`src/rtl/ysyx_22041071_axi_rd_slave_pkg.sv`:
```
// Shared AXI encodings and widths for the AXI read-slave slice.
// Imported by the burst address helper and the read-slave top.
package ysyx_22041071_axi_rd_slave_pkg;

  localparam int AXI_LEN_W   = 8;
  localparam int AXI_SIZE_W  = 3;
  localparam int AXI_BURST_W = 2;
  localparam int AXI_RESP_W  = 2;

  typedef enum logic [AXI_BURST_W-1:0] {
    BURST_FIXED = 2'b00,
    BURST_INCR  = 2'b01,
    BURST_WRAP  = 2'b10,
    BURST_RSVD  = 2'b11
  } burst_e;

  typedef enum logic [AXI_RESP_W-1:0] {
    RESP_OKAY   = 2'b00,
    RESP_EXOKAY = 2'b01,
    RESP_SLVERR = 2'b10,
    RESP_DECERR = 2'b11
  } resp_e;

  typedef enum logic [1:0] {
    ST_IDLE = 2'd0,
    ST_MEM  = 2'd1,
    ST_RESP = 2'd2
  } state_e;

  // An unsupported burst/size poisons the whole burst, so it outranks a range miss.
  function automatic resp_e beat_resp(input logic burst_err, input logic in_range);
    if (burst_err)      return RESP_SLVERR;
    else if (!in_range) return RESP_DECERR;
    else                return RESP_OKAY;
  endfunction

endpackage

```
`src/rtl/ysyx_22041071_axi_burst_addr.sv`:
```
// Combinational beat-address helper: next burst address, range check,
// memory word index and burst/size legality for the current beat.
module ysyx_22041071_axi_burst_addr
  import ysyx_22041071_axi_rd_slave_pkg::*;
#(
  parameter int                DATA_W    = 64,
  parameter int                ADDR_W    = 64,
  parameter logic [ADDR_W-1:0] BASE_ADDR = 64'h8000_0000,
  parameter int                MEM_WORDS = 65536,
  localparam int               IDX_W     = $clog2(MEM_WORDS)
) (
  input  logic [ADDR_W-1:0]      addr,
  input  logic [AXI_SIZE_W-1:0]  size,
  input  logic [AXI_BURST_W-1:0] burst,
  output logic [ADDR_W-1:0]      next_addr,
  output logic                   in_range,
  output logic [IDX_W-1:0]       word_idx,
  output logic                   burst_err
);

  localparam int                BYTE_LSB  = $clog2(DATA_W / 8);
  localparam logic [ADDR_W-1:0] MEM_BYTES = ADDR_W'(MEM_WORDS) << BYTE_LSB;

  logic [ADDR_W-1:0] offset;

  // NOTE: every output gets a value on every path, so no latch can be inferred.
  always_comb begin
    offset    = addr - BASE_ADDR;
    in_range  = (addr >= BASE_ADDR) && (offset < MEM_BYTES);
    word_idx  = offset[BYTE_LSB +: IDX_W];
    burst_err = !(burst inside {BURST_FIXED, BURST_INCR}) ||
                (size > AXI_SIZE_W'(BYTE_LSB));
    // Full unaligned address advances; modulo wrap at ADDR_W is intended.
    next_addr = (burst == BURST_INCR) ? addr + (ADDR_W'(1) << size) : addr;
  end

endmodule

```
`src/rtl/ysyx_22041071_axi_rd_slave.sv`:
```
// AXI4 read-channel responder (AR in, R out) in front of a word-wide
// synchronous memory with one cycle of read latency.
module ysyx_22041071_axi_rd_slave
  import ysyx_22041071_axi_rd_slave_pkg::*;
#(
  parameter int                DATA_W    = 64,
  parameter int                ADDR_W    = 64,
  parameter int                ID_W      = 4,
  parameter logic [ADDR_W-1:0] BASE_ADDR = 64'h8000_0000,
  parameter int                MEM_WORDS = 65536,
  localparam int               IDX_W     = $clog2(MEM_WORDS)
) (
  input  logic                   clk,
  input  logic                   reset,
  input  logic                   axi_ar_valid_i,
  output logic                   axi_ar_ready_o,
  input  logic [ID_W-1:0]        axi_ar_id_i,
  input  logic [ADDR_W-1:0]      axi_ar_addr_i,
  input  logic [AXI_LEN_W-1:0]   axi_ar_len_i,
  input  logic [AXI_SIZE_W-1:0]  axi_ar_size_i,
  input  logic [AXI_BURST_W-1:0] axi_ar_burst_i,
  output logic                   axi_r_valid_o,
  input  logic                   axi_r_ready_i,
  output logic [ID_W-1:0]        axi_r_id_o,
  output logic [DATA_W-1:0]      axi_r_data_o,
  output logic [AXI_RESP_W-1:0]  axi_r_resp_o,
  output logic                   axi_r_last_o,
  output logic                   axi_r_user_o,
  output logic                   mem_en_o,
  output logic [IDX_W-1:0]       mem_addr_o,
  input  logic [DATA_W-1:0]      mem_rdata_i
);

  state_e                 state, next_state;
  logic                   ar_ready_q, r_valid_q, r_last_q;
  resp_e                  r_resp_q;
  logic [ID_W-1:0]        id_q;
  logic [ADDR_W-1:0]      addr_q;
  logic [AXI_LEN_W-1:0]   len_q, beat_cnt;
  logic [AXI_SIZE_W-1:0]  size_q;
  logic [AXI_BURST_W-1:0] burst_q;
  logic                   rd_ok_q, held_q;
  logic [DATA_W-1:0]      r_data_q, beat_data;

  logic [ADDR_W-1:0]      next_addr;
  logic                   in_range, burst_err;
  logic                   ar_hs, r_hs;

  ysyx_22041071_axi_burst_addr #(
    .DATA_W   (DATA_W),
    .ADDR_W   (ADDR_W),
    .BASE_ADDR(BASE_ADDR),
    .MEM_WORDS(MEM_WORDS)
  ) u_burst_addr (
    .addr     (addr_q),
    .size     (size_q),
    .burst    (burst_q),
    .next_addr(next_addr),
    .in_range (in_range),
    .word_idx (mem_addr_o),
    .burst_err(burst_err)
  );

  assign ar_hs = axi_ar_valid_i && ar_ready_q;
  assign r_hs  = r_valid_q && axi_r_ready_i;

  always_comb begin
    next_state = state;
    mem_en_o   = 1'b0;
    case (state)
      ST_IDLE: if (ar_hs) next_state = ST_MEM;
      ST_MEM: begin
        mem_en_o   = in_range && !burst_err;
        next_state = ST_RESP;
      end
      ST_RESP: if (r_hs) next_state = r_last_q ? ST_IDLE : ST_MEM;
      default: next_state = ST_IDLE;
    endcase
  end

  // Memory data is only valid in the first RESP cycle; a stalled beat replays the captured copy.
  assign beat_data = rd_ok_q ? mem_rdata_i : '0;

  // NOTE: state uses non-blocking assignments so every register samples pre-edge values.
  always_ff @(posedge clk) begin
    if (reset) begin
      // NOTE: only control/output registers need reset; the AR payload is overwritten before use,
      // but it is cheap here and keeps r_id at 0 out of reset.
      state      <= ST_IDLE;
      ar_ready_q <= 1'b0;
      r_valid_q  <= 1'b0;
      r_last_q   <= 1'b0;
      r_resp_q   <= RESP_OKAY;
      r_data_q   <= '0;
      rd_ok_q    <= 1'b0;
      held_q     <= 1'b0;
      id_q       <= '0;
      addr_q     <= '0;
      len_q      <= '0;
      size_q     <= '0;
      burst_q    <= '0;
      beat_cnt   <= '0;
    end else begin
      state      <= next_state;
      ar_ready_q <= (next_state == ST_IDLE);
      r_valid_q  <= (next_state == ST_RESP);

      if (ar_hs) begin
        id_q     <= axi_ar_id_i;
        addr_q   <= axi_ar_addr_i;
        len_q    <= axi_ar_len_i;
        size_q   <= axi_ar_size_i;
        burst_q  <= axi_ar_burst_i;
        beat_cnt <= '0;
      end

      if (state == ST_MEM) begin
        r_resp_q <= beat_resp(burst_err, in_range);
        r_last_q <= (beat_cnt == len_q);
        rd_ok_q  <= mem_en_o;
        held_q   <= 1'b0;
      end

      if (state == ST_RESP) begin
        if (r_hs) begin
          if (!r_last_q) begin
            addr_q   <= next_addr;
            beat_cnt <= beat_cnt + 1'b1;
          end
        end else if (!held_q) begin
          r_data_q <= beat_data;
          held_q   <= 1'b1;
        end
      end
    end
  end

  assign axi_ar_ready_o = ar_ready_q;
  assign axi_r_valid_o  = r_valid_q;
  assign axi_r_id_o     = id_q;
  assign axi_r_resp_o   = r_resp_q;
  assign axi_r_last_o   = r_last_q;
  assign axi_r_user_o   = 1'b0;
  assign axi_r_data_o   = !r_valid_q ? '0 : (held_q ? r_data_q : beat_data);

endmodule

```
`config.mk`:
```
export PLATFORM = sky130hd
export DESIGN_NAME = ysyx_22041071_axi_rd_slave
export DESIGN_NICKNAME = d
export VERILOG_FILES = /design/src/rtl/ysyx_22041071_axi_rd_slave_pkg.sv /design/src/rtl/ysyx_22041071_axi_burst_addr.sv /design/src/rtl/ysyx_22041071_axi_rd_slave.sv
export SDC_FILE = /design/constraint.sdc
export NUM_CORES = 1
export LEC_CHECK = 0
export ABC_AREA = 0
export CAP_MARGIN = 5
export CORE_AREA = 4 4 163 165
export DETAILED_ROUTE_END_ITERATION = 10
export DIE_AREA = 0 0 167 169
export HOLD_SLACK_MARGIN = 0.08
export PLACE_DENSITY = 0.7
export SYNTH_ARGS = -nofsm -noshare
export SYNTH_HDL_FRONTEND = slang
export SYNTH_SLANG_ARGS = --single-unit
```
`constraint.sdc`:
```
create_clock -name clk -period 5.8 [get_ports clk]
set_input_delay 0.87 -clock clk [delete_from_list [all_inputs] [get_ports clk]]
set_output_delay 0.87 -clock clk [all_outputs]
set_load 0.02 [all_outputs]
```
### Word-level counts from Yosys, hierarchy flattened

Cells that the tools add are included.

| word-level totals | value |
|---|---|
| bits in registers | 162 |
| bits of input ports | 149 |
| output and inout bits | 91 |
| word-level logic and storage cells | 63 |

| cells by class | value |
|---|---|
| add/sub/neg operators | 3 |
| $lt $le $gt $ge | 3 |
| equality and inequality tests | 6 |
| shifts and indexed selects | 1 |
| muxes and demuxes | 23 |
| bitwise logic cells | 1 |
| reductions and logical operators | 12 |

Operator list:

| operator | count |
|---|---|
| $mux W64 | 8 |
| $add A64 B64 Y64 | 1 |
| $ge A64 B32 Y1 const B | 1 |
| $lt A64 B20 Y1 const B | 1 |
| $shl A1 B3 Y64 const A | 1 |
| $sub A64 B32 Y64 const B | 1 |
| $mux W8 | 4 |
| $add A8 B1 Y8 const B | 1 |
| $eq A8 B8 Y1 | 1 |
| $mux W2 | 4 |
| $logic_not A2 Y1 | 3 |
| $mux W1 | 6 |
| $pmux W2 S3 | 1 |
| $eq A2 B1 Y1 const B | 2 |
| $eq A2 B2 Y1 const B | 2 |
| $logic_and A1 B1 Y1 | 4 |
| $ne A4 B3 Y1 const B | 1 |
| $gt A3 B2 Y1 const B | 1 |
| $logic_not A1 Y1 | 2 |
| $reduce_and A2 Y1 | 1 |
| $reduce_bool A2 Y1 | 1 |
| $logic_or A1 B1 Y1 | 1 |
| $not A1 Y1 | 1 |

### Logic depth before layout (Yosys ltp)

| logic depth | value |
|---|---|
| depth in word-level cells | 7 |
| mapped depth | 13 |

### By module

From an unflattened synthesis, not the netlist that was laid out.

| second synthesis, totals | value |
|---|---|
| cell total of the unflattened synthesis | 1,430 |
| area, all modules | 10,037.1 µm² |

By module, submodules not included:

| module | times used | cells each | area an instance (µm²) | sequential area each (µm²) |
|---|---|---|---|---|
| ysyx_22041071_axi_rd_slave | 1 | 1,099 | 7,781.2 | 3,243.1 |
| ysyx_22041071_axi_burst_addr | 1 | 331 | 2,255.9 | 0.0 |

### Least setup slack after synthesis

No wires, ideal clock.

| timing | value |
|---|---|
| kind | flip-flop to output port |
| start | register addr_q[31] |
| end | output port mem_en_o |
| arrival time | 2.479 ns |
| slack | 2.451 ns |
| stages on the path, launching flop included | 10 |
| cells stage by stage | dfxtp_1 > clkbuf_1 > inv_1 > ha_1 > nor4b_1 > nand2_1 > o31ai_1 > o2111ai_1 > nor4_1 > nor4b_4 |

| between the ends | value |
|---|---|
| word-level cells in the longest chain between the ends | 5 |
| elaborated cells on any way between the ends | 6 |
| classes of those cells | 1 x add/sub; 2 x order compare; 1 x mux; 2 x reduce/logical |

Ends and longest elaborated chain:

| item | RTL line | source |
|---|---|---|
| start: declaration | ysyx_22041071_axi_rd_slave.sv:38 | `logic [ADDR_W-1:0] addr_q;` |
| start signal: assignment | ysyx_22041071_axi_rd_slave.sv:110 | `addr_q <= axi_ar_addr_i;` |
| start signal: assignment | ysyx_22041071_axi_rd_slave.sv:127 | `addr_q <= next_addr;` |
| $sub A64 B32 Y64 | ysyx_22041071_axi_burst_addr.sv:28 | `offset = addr - BASE_ADDR;` |
| $lt A64 B20 Y1 | ysyx_22041071_axi_burst_addr.sv:29 | `in_range = (addr >= BASE_ADDR) && (offset < MEM_BYTES);` |
| $logic_and A1 B1 Y1 (*) | ysyx_22041071_axi_burst_addr.sv:29 |  |
| $logic_and A1 B1 Y1 (*) | ysyx_22041071_axi_rd_slave.sv:73 | `mem_en_o = in_range && !burst_err;` |
| $mux W1 (*) | ysyx_22041071_axi_rd_slave.sv:70 | `case (state)` |
| end: declaration | ysyx_22041071_axi_rd_slave.sv:29 | `output logic mem_en_o,` |

Every way passes the cells marked *; elsewhere a longest branch is shown, timed or not.

### Worst setup path in the final report

Ends and elaborated chain as after synthesis.

==> impl_metrics.ini <==
[run_status]
status = completed

[grt]
antenna_found_initial = 2
grt_max_degree = 98
track_usage_pct = 23.1
grt_pass1_wl_mm = 53.7
grt_overflow = 0
grt_pass1_vias = 10100

[clocking]
numCtsBuffers = 17
worstSkewPairLatency_ns = 0.42
max-clock-path-buffers = 2
clk_pin_slew_ns = 0.07
cts-htree-levels = 4
ctsResizeCount = 0
cts_root_buffer = clkbuf_16
tritoncts = done
ctsHoldBuffers = 0
clock_sinks = 162
cts_setup_buffers = 0

[worst_setup_path]
worstPathRequired_ns = 4.93
cp_slowest_stage_delay_ns = 0.71
cp.arrival_ns = 3.90
end_kind = primary output
setup.worst_path.class = reg2out
startpoint_type = register
crit_slowest_cell = clkdlybuf4s50_1
cp_max_fo = 10
crit_chain = inv_1 > ha_1 > nor4b_1 > nand2_1 > o31ai_1 > o2111ai_1 > nor4_1 > nor4b_4 > clkdlybuf4s50_1

[power_and_ir_drop]
p_comb_share_pct = 15.0
max-vdd-ir-drop_v = 0.000132
switching_power_uw = 827
netSwitchingFraction_pct = 29.4
p_leak_nw = 4.31
p_int_mw = 1.98
clkPwrFrac_pct = 41.5
seq_power_share_pct = 43.5
p_per_area_nw_per_um2 = 218

[place]
place.port_buffers = 238
dp_hpwl_mm = 23.4
place_congestion = 0.941
dp.cells = 1868

[synthesis]
syn_area_um2 = 9930
synthAdderAreaFrac_pct = 1.59
synth_commonest_cells = nand2_1 (282), dfxtp_1 (162), a21oi_1 (126), clkbuf_1 (105), nor2_1 (104)
ys.warnings.count = 0
synth_compound_area_share_pct = 21.4
synth_top_area_cell = dfxtp_1
synth_edf_count = 0
muxShareOfSynthArea_pct = 1.02
synth_top_area_share_pct = 32.7
yosys.area_share.simple_pct = 35.7
synthXorXnorAreaFrac_pct = 1.32
ys_seq_area_share_pct = 32.7
ys_top_cells_by_area = dfxtp_1 (33%), nand2_1 (11%), a21oi_1 (6.4%), nand3_1 (5.0%), and2_1 (4.7%)
async_flop_share_pct = 0
synth.avg_cell_area_um2 = 7.01
syn_inst = 1417
synth_top_family_by_area = simple AND/OR/NAND/NOR gates
synth_flop_cell = dfxtp_1
ys_ff_latch = 162
synthDistinctLibCells = 71
synth.net_count = 1578
yosysMostFrequentCell = nand2_1

[sta]
min_period_over_period_pct = 82.2
clock_skew_ns = 0.0131
slew_headroom_pct = 19.1
fmax_mhz = 210
final-hold-violation-count = 0
rsz0062_at_grt = no
slew_viol_final = 0
worst_pin_slew_ns = 1.20
period_minus_slack_ns = 4.77
finalSetupViolations = 0
fin_tns_setup_ns = 0

[min_path]
holdCritPathClass = reg2reg

[route]
dr_total_vias = 10700
ant_nets = 0
drc = 0
wl_mm = 34.0
dr.pass1.iters = 5
viasPerCell = 5.64
detail_route.wl_per_cell_um = 17.9
drt_iter0_drc = 989

[layout]
area_delta_synth_final_pct = 30.0
fin_nets = 1718
drive_gt1_share_pct = 4.90
instances_no_fill = 1902

[die]
core-area_um2 = 25000
rows = 58
die_width_um = 167
num_io_pins = 240
die_y_um = 169
start_util_pct = 39.7
die_area_um2 = 28200

[flow_run]
maxCapViolations = 0
[path summary, 6_finish.rpt]
| check | start | endpoint | slack (ns) | cells past startpoint |
|---|---|---|---|---|
| worst max-delay path | addr_q[31] | mem_en_o | 1.03 | 9 |
| worst min-delay path | r_data_q[20] | r_data_q[20] | 0.45 | 2 |
| worst min register to register | r_data_q[20] | r_data_q[20] | 0.45 | 2 |
| worst max register to register | size_q[2] | addr_q[20] | 2.03 | 11 |
[layout make-up]
class	count	area, um2
Antenna cell	2	5.00
Multi-Input combinational cell	1110	6080
Tap cell	330	413
Clock buffer	18	439
Clock inverter	14	165
Sequential cell	162	3250
Timing Repair Buffer	256	2510
Inverter	10	37.5
Fill cell	2488	12100
[through the flow]
step | util [%] | setup slack (ns) | hold WS [ns] | area (um2) | total power, mW
after floorplan | - | 2.45 | 0.437 | 9930 | 1.47
after global placement | 49.1 | 1.43 | 0.442 | 12300 | 1.66
after detailed placement | 49.1 | 1.44 | 0.447 | 12300 | 1.66
after CTS | 51.5 | 0.972 | 0.456 | 12900 | 2.83
after global routing | 51.6 | 0.583 | 0.466 | 12900 | 2.92
final | 51.6 | 1.03 | 0.454 | 12900 | 2.81
[kinds of logic (layout without fill, tap and decap cells)]
group,after synthesis,in the layout
mux,10,10
xor+xnor,15,15
flops,162,162
other cells,1,3
buf+inv,145,298
simple gates,728,728
compound gates,344,344
fa+ha+maj,12,12
[state kept, by name, indices dropped and copies added, names as in the netlist]
signal and cells:
held_q 1, state 2, burst_q 2, r_data_q 64, axi_ar_ready_o 1, addr_q 64, axi_r_valid_o 1, rd_ok_q 1
axi_r_resp_o 2, axi_r_id_o 4, beat_cnt 8, len_q 8, size_q 3, axi_r_last_o 1
[power groups by stage]
stage	logic (mW)	clock network [mW]	registers, mW
after floorplan	0.254	0	1.21
after CTS	0.420	1.19	1.22
after global placement	0.416	0	1.25
final	0.420	1.17	1.22
after global routing	0.457	1.23	1.23
after detailed placement	0.417	0	1.25
[critical path: cells and delay by family, from the launching register on]
| kind | cells | cell delay [ns] |
|---|---|---|
| buffers and inverters | 2 | 0.81 |
| and+or+nand+nor | 4 | 1.61 |
| AOI/OAI and AO/OA | 2 | 0.41 |
| DFF | 1 | 0.42 |
| adders and majority gates | 1 | 0.23 |
[per-layer routing]
metal,global-route usage (%),wire (um),vias to the layer above
li1,-,-,5281
met1,30.4,15300,5017
met2,37.5,15700,351
met3,4.32,1960,79
met4,9.32,1140,0
met5,0,0,-
[placed cells by master (no fill, tap or decap), types with 13 or more instances in the layout]
cell type,Yosys,layout
nand4_1,22,22
a211oi_1,15,15
nand3_1,100,100
dfxtp_1,162,160
nor2_1,104,101
o21ai_0,83,83
o21bai_1,13,13
a21oi_1,126,126
a31oi_1,20,20
nor3_1,30,30
nor4_1,29,29
nand2_1,282,281
clkbuf_16,0,17
clkdlybuf4s50_1,0,237
buf_4,17,19
and2_1,74,74
a311oi_1,15,15
and3_1,19,19
Note: power is estimated with default switching activity, not from simulation.
